===== src/rtl/pong_pkg.sv =====
// rtl/pong_pkg.sv - shared pong game types, widths and default constants
//
// Contents:
//   game_state_t        game flow states: IDLE, SERVE, PLAY, OVER
//   SCORE_W / SPEED_W   score and speed bus widths
//   TIMER_W             width of the shared serve/speed-step timer
//   DEFAULT_WIN_SCORE   default points to win, also used by the scoreboard stage
//   DEFAULT_SPEED_INIT  default serve speed, also used by the scoreboard stage
//   speed_step()        saturating +1 on the ball speed

package pong_pkg;

  typedef enum logic [1:0] {
    IDLE  = 2'd0,
    SERVE = 2'd1,
    PLAY  = 2'd2,
    OVER  = 2'd3
  } game_state_t;

  localparam int SCORE_W = 4;
  localparam int SPEED_W = 5;
  localparam int TIMER_W = 16;

  localparam int DEFAULT_WIN_SCORE  = 9;
  localparam int DEFAULT_SPEED_INIT = 4;

  // Increment speed by one without ever passing the ceiling or wrapping.
  function automatic logic [SPEED_W-1:0] speed_step(
    input logic [SPEED_W-1:0] cur,
    input logic [SPEED_W-1:0] ceiling
  );
    if (cur >= ceiling) begin
      return ceiling;
    end
    return cur + 1'b1;
  endfunction

endpackage


===== src/rtl/score_keeper.sv =====
// rtl/score_keeper.sv - pong game-flow controller: scores, serve/play/over sequencing, speed ramp
//
// Ports:
//   clk         in   game clock, shared with the ball stage
//   reset       in   asynchronous active-low reset
//   start       in   synchronised start button level, acted on at its rising edge
//   out_left    in   ball hit the far-left edge (right player scores)
//   out_right   in   ball hit the far-right edge (left player scores)
//   ball_reset  out  holds the ball stage at centre while high
//   speed       out  ball speed, 1..15
//   lscore      out  left player score
//   rscore      out  right player score
//   serving     out  high during the serve hold
//   game_over   out  high once a player has reached WIN_SCORE
//   winner      out  0 = left won, 1 = right won; meaningful with game_over

module score_keeper
  import pong_pkg::*;
#(
  parameter int WIN_SCORE         = DEFAULT_WIN_SCORE,
  parameter int SERVE_CYCLES      = 2000,
  parameter int SPEED_INIT        = DEFAULT_SPEED_INIT,
  parameter int SPEED_MAX         = 15,
  parameter int SPEED_STEP_CYCLES = 4000
) (
  input  logic               clk,
  input  logic               reset,
  input  logic               start,
  input  logic               out_left,
  input  logic               out_right,
  output logic               ball_reset,
  output logic [SPEED_W-1:0] speed,
  output logic [SCORE_W-1:0] lscore,
  output logic [SCORE_W-1:0] rscore,
  output logic               serving,
  output logic               game_over,
  output logic               winner
);

  localparam logic [TIMER_W-1:0] SERVE_LAST = TIMER_W'(SERVE_CYCLES - 1);
  localparam logic [TIMER_W-1:0] STEP_LAST  = TIMER_W'(SPEED_STEP_CYCLES - 1);
  localparam logic [SPEED_W-1:0] SPD_INIT   = SPEED_W'(SPEED_INIT);
  localparam logic [SPEED_W-1:0] SPD_MAX    = SPEED_W'(SPEED_MAX);
  localparam logic [SCORE_W-1:0] WIN_PTS    = SCORE_W'(WIN_SCORE);

  game_state_t        state;
  logic [TIMER_W-1:0] timer;
  logic               start_q;

  logic               start_rise;
  logic [SCORE_W-1:0] lscore_inc;
  logic [SCORE_W-1:0] rscore_inc;

  assign start_rise = start & ~start_q;
  assign lscore_inc = lscore + 1'b1;
  assign rscore_inc = rscore + 1'b1;

  always_ff @(posedge clk or negedge reset) begin
    if (!reset) begin
      state      <= IDLE;
      timer      <= '0;
      start_q    <= 1'b0;
      ball_reset <= 1'b1;
      speed      <= SPD_INIT;
      lscore     <= '0;
      rscore     <= '0;
      serving    <= 1'b0;
      game_over  <= 1'b0;
      winner     <= 1'b0;
    end else begin
      start_q <= start;

      case (state)
        // IDLE and OVER both start a fresh game on the button edge; in OVER
        // the scores and winner stay frozen until then.
        IDLE, OVER: begin
          ball_reset <= 1'b1;
          if (start_rise) begin
            state     <= SERVE;
            lscore    <= '0;
            rscore    <= '0;
            speed     <= SPD_INIT;
            timer     <= '0;
            serving   <= 1'b1;
            game_over <= 1'b0;
            winner    <= 1'b0;
          end
        end

        SERVE: begin
          if (timer == SERVE_LAST) begin
            state      <= PLAY;
            timer      <= '0;
            serving    <= 1'b0;
            ball_reset <= 1'b0;
          end else begin
            timer <= timer + 1'b1;
          end
        end

        PLAY: begin
          // Any edge event outranks a coinciding speed step. Once we leave
          // PLAY the ball stage's still-high event is ignored, so a pulse
          // that lasts several cycles scores exactly once.
          if (out_left || out_right) begin
            ball_reset <= 1'b1;
            speed      <= SPD_INIT;
            timer      <= '0;
            if (out_left && out_right) begin
              state   <= SERVE;
              serving <= 1'b1;
            end else if (out_right) begin
              lscore <= lscore_inc;
              if (lscore_inc == WIN_PTS) begin
                state     <= OVER;
                game_over <= 1'b1;
                winner    <= 1'b0;
              end else begin
                state   <= SERVE;
                serving <= 1'b1;
              end
            end else begin
              rscore <= rscore_inc;
              if (rscore_inc == WIN_PTS) begin
                state     <= OVER;
                game_over <= 1'b1;
                winner    <= 1'b1;
              end else begin
                state   <= SERVE;
                serving <= 1'b1;
              end
            end
          end else if (timer == STEP_LAST) begin
            timer <= '0;
            speed <= speed_step(speed, SPD_MAX);
          end else begin
            timer <= timer + 1'b1;
          end
        end

        default: begin
          state <= IDLE;
        end
      endcase
    end
  end

endmodule

===== config.mk =====
export PLATFORM = sky130hd
export DESIGN_NAME = score_keeper
export DESIGN_NICKNAME = d
export VERILOG_FILES = /design/src/rtl/pong_pkg.sv /design/src/rtl/score_keeper.sv
export SDC_FILE = /design/constraint.sdc
export NUM_CORES = 1
export LEC_CHECK = 0
export BUFFER_PORTS_ARGS = -buffer_cell sky130_fd_sc_hd__buf_4
export CAP_MARGIN = 25
export CORE_MARGIN = 1
export CORE_UTILIZATION = 45
export CTS_CLUSTER_DIAMETER = 60
export DETAILED_ROUTE_END_ITERATION = 10
export PLACE_DENSITY = 0.66
export SLEW_MARGIN = 10
export SYNTH_ARGS = -nofsm -noshare
export SYNTH_HDL_FRONTEND = slang
export SYNTH_SLANG_ARGS = --single-unit

===== constraint.sdc =====
create_clock -name clk -period 2.15 [get_ports clk]
set_clock_uncertainty 0.2 [all_clocks]
set_input_delay 0.1075 -clock clk [delete_from_list [all_inputs] [get_ports clk]]
set_output_delay 0.1075 -clock clk [all_outputs]
set_load 0.1 [all_outputs]

== Word level (Yosys, flattened, before mapping) ==
Index checks and enable logic that the tools add are counted.
W data, S select, Z words.
Word-level totals
  output and inout port bits: 17
  logic and storage cells: 101
  input port bits: 5
  bits in registers: 36
Cells by class
  multiplexer cells: 54
  reduce and logical (&&, ||, !) cells: 12
  $lt $le $gt $ge: 1
  add/sub/neg operators: 4
  equality and inequality tests: 18
  bitwise operators: 2
Operators with widths (number)
  $mux W16: 4
  $pmux W16 S3: 1
  $mux W4: 7
  $mux W5: 5
  $mux W1: 22
  $add A16 B1 Y16 const B: 1
  $eq A16 B11 Y1 const B: 1
  $eq A16 B12 Y1 const B: 1
  $pmux W4 S2: 2
  $reduce_and A5 Y1: 3
  $mux W2: 7
  $ne A2 B2 Y1 const B: 6
  $pmux W5 S2: 1
  $ne A3 B3 Y1 const B: 3
  $add A4 B1 Y4 const B: 2
  $eq A4 B4 Y1 const B: 2
  $ne A4 B4 Y1 const B: 2
  $pmux W1 S3: 2
  $pmux W2 S3: 1
  $reduce_and A3 Y1: 2
  $reduce_and A6 Y1: 1
  $add A5 B1 Y5 const B: 1
  $ge A5 B4 Y1 const B: 1
  $eq A2 B2 Y1 const B: 2
  other kinds (10): 11

== Depth between registers and ports, before layout ==
Gate-level depths: netlist of the first run.
  depth after elaboration: 9
  depth in mapped cells: 8
  mapped depth without buffers: 8

== Worst setup path before layout of the first run ==
OpenSTA, ideal clock, no wires.
  kind: register -> register
  from: register speed[0]
  to: register speed[2]
  stages on the path, launching flop included: 9
  arrival: 2.147 ns
  required time: 1.867 ns
  period minus slack after synthesis: 2.430 ns
  path slack: -0.280 ns
  path buffers: 0
  library setup time: 0.083 ns
  path through: dfrtp_1 > ha_1 > and3_1 > ha_1 > nor2_1 > nand3_1 > nor2_1 > nor2_1 > o32a_1
On the way
  longest elaborated chain between the ends: 9
  elaborated cells on any way between the ends: 10
  those cells by class: 1 x add/sub; 1 x order compare; 8 x mux
Ends and longest elaborated chain
  start, declared: RTL line score_keeper.sv:32  | output logic [SPEED_W-1:0] speed,
  start signal, assigned: RTL line score_keeper.sv:135  | speed <= speed_step(speed, SPD_MAX);
  $ge A5 B4 Y1: RTL line pong_pkg.sv:32  | if (cur >= ceiling) begin
  $mux W1: RTL line pong_pkg.sv:32
  $mux W1: RTL line score_keeper.sv:133  | end else if (timer == STEP_LAST) begin
  $mux W1: RTL line score_keeper.sv:105  | if (out_left || out_right) begin
  $mux W1: RTL line score_keeper.sv:73  | case (state)
  $mux W5 (*): RTL line pong_pkg.sv:35  | return cur + 1'b1;
  $mux W5 (*): RTL line score_keeper.sv:133
  $mux W5 (*): RTL line score_keeper.sv:105
  $pmux W5 S2 (*): RTL line score_keeper.sv:73
Every way passes the cells marked *; elsewhere a longest branch is shown, timed or not. The select of a mux whose other input is x is not followed.
A chain may end at the register's enable or synchronous reset.

== Final worst setup path of the first run ==
  from: register timer[6]
  to: register timer[10]
On the way
  longest elaborated chain between the ends: 4
  elaborated cells on any way between the ends: 7
  those cells by class: 1 x add/sub; 2 x eq/ne; 4 x mux
Ends and longest elaborated chain
  start, declared: RTL line score_keeper.sv:47  | logic [TIMER_W-1:0] timer;
  start signal, assigned: RTL line score_keeper.sv:97  | timer <= timer + 1'b1;
  start signal, assigned: RTL line score_keeper.sv:137  | timer <= timer + 1'b1;
  $add A16 B1 Y16 or $eq A16 B12 Y1 (tied branches): RTL line score_keeper.sv:97, score_keeper.sv:137, score_keeper.sv:133
  $mux W16: RTL line score_keeper.sv:133
  $mux W16: RTL line score_keeper.sv:105
  $pmux W16 S3 (*): RTL line score_keeper.sv:73
Every way passes the cells marked *; elsewhere a longest branch is shown, timed or not.

==> results of run 1 <==
power by group:
| part | internal [mW] | switching [mW] |
|---|---|---|
| clock | 0.292 | 0.240 |
| sequential | 0.846 | 0.153 |
| combinational | 0.718 | 1.42 |
cells by family (layout without fill, tap and decap cells):
family	Yosys count	in the layout	synth area share [%]
AO/OA/AOI/OAI	78	79	24.6
XOR/XNOR	4	4	1.60
adder cells (fa/ha/maj)	10	10	5.70
buffers and inverters	24	90	4.33
flip-flops	36	36	41.2
multiplexers	2	2	0.913
AND/OR/NAND/NOR	84	84	21.6
placed cells by master (no fill, tap or decap), types with 3 or more instances in the layout:
master,netlist,routed
sky130_fd_sc_hd__a21o_1,5,5
sky130_fd_sc_hd__a21oi_1,6,6
sky130_fd_sc_hd__a31oi_1,5,5
sky130_fd_sc_hd__and3_1,4,4
sky130_fd_sc_hd__buf_4,1,60
sky130_fd_sc_hd__clkbuf_8,0,7
sky130_fd_sc_hd__dfrtp_1,34,26
sky130_fd_sc_hd__dfrtp_2,0,8
sky130_fd_sc_hd__ha_1,10,8
sky130_fd_sc_hd__inv_1,18,18
sky130_fd_sc_hd__nand2_1,21,21
sky130_fd_sc_hd__nand2b_1,6,6
sky130_fd_sc_hd__nand3_1,12,12
sky130_fd_sc_hd__nand4_1,6,6
sky130_fd_sc_hd__nor2_1,11,9
sky130_fd_sc_hd__nor2b_1,3,3
sky130_fd_sc_hd__o21ai_0,24,19
sky130_fd_sc_hd__o21ai_1,1,4
sky130_fd_sc_hd__o21ai_2,1,3
sky130_fd_sc_hd__o31ai_1,6,6
sky130_fd_sc_hd__xor2_1,4,4
layer usage:
layer	vias up	GRT usage [%]
met1	1010	33.6
met5	-	0
li1	1023	-
met2	45	33.4
met3	10	4.36
met4	0	8.28
sequential cells by signal, summed over array words and instances, names as in the netlist:
name and flops:
game_over 1, speed 5, ball_reset 1, serving 1, timer 16, start_q 1
state 2, lscore 4, rscore 4, winner 1
per-stage QoR:
stage	util (%)	setup TNS, ns	std cells	power [mW]
3_3_place_gp	56.9	-0.234	343	2.96
2_1_floorplan	-	-0.0330	238	2.31
5_1_grt	62.5	-0.331	359	3.87
3_5_place_dp	56.9	-0.248	343	2.97
6_report	62.5	-0.000662	359	3.66
4_1_cts	60.1	-0.00511	354	3.54
worst min-delay path, cell delays in order:
cell and delay (ns):
sky130_fd_sc_hd__buf_4 0.11, sky130_fd_sc_hd__a2111o_1 0.20, sky130_fd_sc_hd__o21ai_1 0.09
layout make-up:
type / count / area (um2)
clock buffer: 8 / 100
fill: 400 / 1760
inverter: 18 / 67.6
multi-input combinational: 179 / 1290
sequential: 36 / 913
tap: 54 / 67.6
timing repair buffer: 64 / 493
timing repair:
action	in CTS	in global routing
setup endpoints to repair	11	26
endpoints found under the hold margin	37	0
hold buffers	2	0
setup buffers	1	4
pin swaps	1	6
gates cloned	0	1
resized for setup	7	21
worst paths after layout:
path / startpoint / to / depth (start not counted)
min in group asynchronous: reset / speed[4] / 2
worst min register to register: ball_reset / ball_reset / 1
max in group asynchronous: reset / lscore[1] / 2
worst min-delay path: out_right / rscore[2] / 3
worst max register to register: timer[6] / timer[10] / 5
worst max-delay path: timer[6] / timer[10] / 5
==> impl_results.rst, run 1 <==
.. list-table::
   :header-rows: 1

   * - Metric
     - Value
   * - Run status
     - complete, but fails checks
   * - Violated checks
     - negative setup slack
   * - Effective utilization at floorplan
     - 46.7%
   * - Top delay family on crit path
     - simple AND/OR/NAND/NOR gates
   * - Vias per inst
     - 5.82
   * - Sequential cell area fraction in the yosys report
     - 41.2%
   * - Largest net degree at the start of global routing
     - 37
   * - Number of enable-type register cells in the synthesized netlist
     - 0
   * - Class of the tightest hold or removal check
     - input port to flop
   * - RSZ-0062 raised after global routing
     - yes
   * - Min Tclk post-route
     - 2.15 ns
   * - H-tree levels
     - 2
   * - Finish-stage setup viols
     - 1
   * - Antenna cells
     - 0
   * - Most area-hungry cell type in the Yosys netlist
     - sky130_fd_sc_hd__dfrtp_1
   * - Critical path endpoint category
     - flop
   * - Std-Cell Rows
     - 25
   * - Arrival time of the worst setup path
     - 2.12 ns
   * - FMAX
     - 465 MHz
   * - Clk root buf
     - sky130_fd_sc_hd__clkbuf_8
   * - Worst Path Max Fanout
     - 7
   * - Met1 Routed Length
     - 2840 um
   * - Post-route fraction of the period consumed by the critical path
     - 100%
   * - All-Layer GR Usage
     - 22.8%
   * - Final worst hold slack
     - 0.0587 ns
   * - Post-synthesis average cell area
     - 9.22 um2
   * - DP HPWL
     - 3840 um
   * - List of most frequent post-synthesis cells
     - sky130_fd_sc_hd__dfrtp_1 (34), sky130_fd_sc_hd__o21ai_0 (24), sky130_fd_sc_hd__nand2_1 (21)
   * - Worst endpoint required time
     - 2.12 ns
   * - Layout area overhead
     - 33.6%
   * - Total count of hold-check failures in the final report
     - 0
   * - X dimension of the die
     - 71.8 um
   * - Element type at the critical path start
     - flop
   * - Critical Path Max Stage Delay
     - 0.56 ns
   * - Cell area after layout
     - 0.00293 mm2
   * - Critical-path cell with the highest stage delay
     - sky130_fd_sc_hd__or4b_4
   * - Number of vias after detailed routing
     - 2088
   * - Maxcap violations
     - 0
   * - Worst-Margin Slew
     - 0.568 ns
   * - Clock transition at the registers of the reported paths
     - 0.07 ns
   * - Top-count cell post-synth
     - sky130_fd_sc_hd__dfrtp_1
   * - Post-synthesis async set-or-reset flop share
     - 100%
   * - Count of final max-slew check failures
     - 0
   * - Mapped cell area
     - 0.00219 mm2
   * - Residual antenna-violating net count after detailed routing
     - 0
   * - RD Place Congestion
     - 0.804
   * - Met3 WL
     - 215 um
   * - Post-route DRC violation count
     - 0
   * - Global-route wire length before repair
     - 9020 um
   * - Pre-CTS setup slack
     - -0.0511 ns
   * - Top-area cell type share of the netlist area
     - 38.8%
   * - Top FF cell, synth
     - sky130_fd_sc_hd__dfrtp_1
   * - Ratio of total power to cell area
     - 1250 mW/mm2
   * - Clock tree from TritonCTS
     - built
   * - Num CTS Buffers
     - 5
   * - WS Path Type
     - flop to flop
   * - Worst ir drop on vdd
     - 0.00114 V
   * - Total nets after synthesis
     - 253
   * - Count of mapped cells out of synthesis
     - 238
   * - Die height
     - 71.8 um
   * - DRC marker count from the first detailed-route iteration
     - 127
   * - Maximum count of clock buffers along a single path
     - 2
   * - Total gr overflow
     - 0
   * - Drt total wl
     - 5650 um
   * - Average routed wire per standard cell
     - 15.7 um
   * - Floorplan core area
     - 0.00469 mm2
   * - Synthesis warning total
     - 0
   * - Number of buffers inserted by port buffering
     - 21
   * - Vias in the first global route
     - 1832
   * - Clock insertion delay at the later pin of the skew report
     - 0.29 ns
   * - Detailed-router iteration count before antenna repair
     - 4
   * - Initial antenna violation count
     - 0
   * - Standby leakage power
     - 1.28 nW
   * - Standard cell area after detailed placement
     - 0.00267 mm2
   * - Largest cells by area after synthesis
     - sky130_fd_sc_hd__dfrtp_1 (39%), sky130_fd_sc_hd__ha_1 (5.7%), sky130_fd_sc_hd__o21ai_0 (5.5%), sky130_fd_sc_hd__nand2_1 (3.6%), sky130_fd_sc_hd__inv_1 (3.1%)
   * - Floorplan die area
     - 0.00516 mm2
   * - Final worst-path setup slack
     - -0.000662 ns
   * - Worst-case register-to-register setup slack
     - -0.0007 ns
   * - Met2 layer wire length in the routed design
     - 2510 um
   * - Topmost layer with routed signal wires
     - met4
   * - Tightest slew margin relative to the limit
     - 62.1%
   * - Synthesized flop and latch total
     - 36
   * - Number of unique standard cell types used by synthesis
     - 59
   * - Fraction of layout instances using a drive strength above 1
     - 34.1%
   * - Combined buffer and inverter count along the critical path
     - 0
   * - Number of top-level pins
     - 22
   * - Ordered cell list for the critical path
     - or4b_4, nor4_4, nand2b_4, a21oi_4, a221o_1
   * - Layout Nets
     - 319
   * - Clock sink count
     - 36
(Power assumes the default switching activity.)
==> inputs of run 2 (changes only) <==
Settings changed: BUFFER_PORTS_ARGS -buffer_cell sky130_fd_sc_hd__buf_4 to -buffer_cell sky130_fd_sc_hd__buf_2.
==> impl_results.rst, run 2 (same netlist as run 1, synthesis figures left out) <==
.. list-table::
   :header-rows: 1

   * - Metric
     - Value
   * - Maximum count of clock buffers along a single path
     - 2
   * - Run status
     - complete, but fails checks
   * - Final worst-path setup slack
     - -0.0462 ns
   * - Die height
     - 71.8 um
   * - Global-route wire length before repair
     - 8840 um
   * - Critical path endpoint category
     - flop
   * - Critical-path cell with the highest stage delay
     - sky130_fd_sc_hd__or4b_4
   * - Most common cell after layout, fill and taps aside
     - sky130_fd_sc_hd__buf_4
   * - Switching share of power
     - 50.8%
   * - Vias per inst
     - 5.82
   * - WS Path Type
     - flop to flop
   * - Element type at the critical path start
     - flop
   * - DP HPWL
     - 3810 um
   * - Antenna cells
     - 0
   * - Post-route fraction of the period consumed by the critical path
     - 102%
   * - Average routed wire per standard cell
     - 16.0 um
   * - Critical Path Max Stage Delay
     - 0.54 ns
   * - Min Tclk post-route
     - 2.20 ns
   * - Standard cell area after detailed placement
     - 0.00257 mm2
   * - Standby leakage power
     - 1.26 nW
   * - Clock tree from TritonCTS
     - built
   * - Floorplan die area
     - 0.00516 mm2
   * - Pre-CTS setup slack
     - -0.0926 ns
   * - Worst Path Max Fanout
     - 7
   * - Std-Cell Rows
     - 25
   * - Vias in the first global route
     - 1835
   * - Share of total power in the clock network
     - 13.9%
   * - All-Layer GR Usage
     - 22.3%
   * - Arrival time of the worst setup path
     - 2.18 ns
   * - Total power
     - 3.75 mW
   * - Drt total wl
     - 5690 um
   * - Largest net degree at the start of global routing
     - 37
   * - Class of the tightest hold or removal check
     - input port to flop
   * - DRC marker count from the first detailed-route iteration
     - 129
   * - FMAX
     - 455 MHz
   * - Residual antenna-violating net count after detailed routing
     - 0
   * - Largest register FFs
     - 16
   * - Initial antenna violation count
     - 0
   * - Clock insertion delay at the later pin of the skew report
     - 0.30 ns
   * - Count of final max-slew check failures
     - 0
   * - Total gr overflow
     - 0
   * - Layout area overhead
     - 32.1%
   * - Layout Nets
     - 315
   * - Top delay family on crit path
     - simple AND/OR/NAND/NOR gates
   * - Worst-Margin Slew
     - 0.809 ns
   * - Maxcap violations
     - 0
   * - RD Place Congestion
     - 0.875
   * - Fraction of layout instances using a drive strength above 1
     - 35.2%
   * - Top flop regs
     - timer x16, speed x5
   * - Sequential share of power
     - 26.7%
   * - Post-route DRC violation count
     - 0
   * - Floorplan core area
     - 0.00469 mm2
   * - Worst endpoint required time
     - 2.14 ns
   * - Num CTS Buffers
     - 5
   * - Ordered cell list for the critical path
     - or4b_4, nor3_4, a21bo_4, a21oi_4, a221o_1
   * - RSZ-0062 raised after global routing
     - yes
   * - Logic gate share of total power
     - 59.4%
   * - Cell area after layout
     - 0.00290 mm2
   * - Worst ir drop on vdd
     - 0.00117 V
   * - Finish-stage setup viols
     - 7
   * - X dimension of the die
     - 71.8 um
   * - Violated checks
     - negative setup slack
   * - Sw Pwr
     - 1.91 mW
   * - Detailed-router iteration count before antenna repair
     - 4
   * - Clock sink count
     - 36
   * - Final sum of negative setup slack
     - -0.142 ns
   * - Tightest slew margin relative to the limit
     - 46.1%
   * - Clk root buf
     - sky130_fd_sc_hd__clkbuf_8
   * - Top library cells by usage in the layout, fill and taps aside
     - sky130_fd_sc_hd__buf_4 (33), sky130_fd_sc_hd__dfrtp_1 (26), sky130_fd_sc_hd__nand2_1 (21), sky130_fd_sc_hd__buf_2 (21)
   * - Effective utilization at floorplan
     - 46.7%
   * - Ratio of total power to cell area
     - 1290 mW/mm2
   * - Number of vias after detailed routing
     - 2065
   * - H-tree levels
     - 2
   * - Clock transition at the registers of the reported paths
     - 0.08 ns
   * - Number of buffers inserted by port buffering
     - 21
   * - Number of top-level pins
     - 22
   * - Design internal power
     - 1.85 mW
   * - Combined buffer and inverter count along the critical path
     - 0
   * - Total count of hold-check failures in the final report
     - 0
   * - Register ranked first by flip-flop count
     - timer
[run 2: cell types whose count changed in the layout (fill, tap and decap cells not counted), moves of 2 or more]
cell                       change
sky130_fd_sc_hd__buf_4        -27
sky130_fd_sc_hd__buf_2        +21
sky130_fd_sc_hd__buf_6         +3
sky130_fd_sc_hd__o221ai_1      -2
sky130_fd_sc_hd__o221ai_2      +2
[run 2: final timing paths]
path                       startpoint          to  slack (ns)  cells after the start
max in group asynchronous       reset   lscore[0]        0.95                      2
hold / removal               out_left   lscore[1]         0.1                      4
setup / recovery            timer[15]   timer[10]       -0.05                      5
min in group asynchronous       reset    speed[4]        0.23                      2
hold reg to reg            ball_reset  ball_reset        0.31                      1
setup reg to reg            timer[15]   timer[10]       -0.05                      5
[run 2: metal layers]
metal  routed length (um)  up-vias  GRT usage (%)
met5                    0        -              0
met4                   63        0           6.10
met3                  231        7           5.77
met2                 2650       46           34.4
met1                 2740     1001           31.1
li1                     -     1011              -
[run 2: area by class of cell]
| class | count | area (um2) |
|---|---|---|
| clock buffer | 7 | 86.3 |
| clock inverter | 1 | 7.51 |
| fill | 396 | 1800 |
| inverter | 18 | 67.6 |
| multi-input combinational | 178 | 1330 |
| sequential | 36 | 913 |
| tap | 54 | 67.6 |
| timing repair buffer | 61 | 429 |
[run 2: power groups by stage]
stage / logic [mW] / clock network [mW] / registers [mW]
finish: 2.23 / 0.522 / 1.00
floorplan: 0.768 / 0 / 1.55
detailed placement: 1.87 / 0 / 1.01
CTS: 1.92 / 0.532 / 0.997
global placement: 1.86 / 0 / 1.00
global route: 2.36 / 0.557 / 1.02
[run 2: timing repair]
action	CTS	global route
hold buffers	2	0
buffers inserted	1	7
pin swaps	0	11
endpoints found under the setup margin	13	21
cloned	0	0
endpoints found under the hold margin	35	0
resized for setup	8	31
[run 2: stage by stage]
step / hold WS, ns / util, % / instances
detailed placement: 0.0589 / 54.9 / 337
CTS: 0.0767 / 57.9 / 348
global placement: 0.0585 / 54.9 / 337
floorplan: -0.388 / - / 238
finish: 0.0961 / 61.7 / 355
global route: 0.133 / 61.7 / 355
[run 2: worst reg2reg max path: stages (launching register included)]
cell and delay [ns]:
sky130_fd_sc_hd__dfrtp_1 0.41, sky130_fd_sc_hd__or4b_4 0.54, sky130_fd_sc_hd__nor3_4 0.32, sky130_fd_sc_hd__a21bo_4 0.25, sky130_fd_sc_hd__a21oi_4 0.08, sky130_fd_sc_hd__a221o_1 0.29
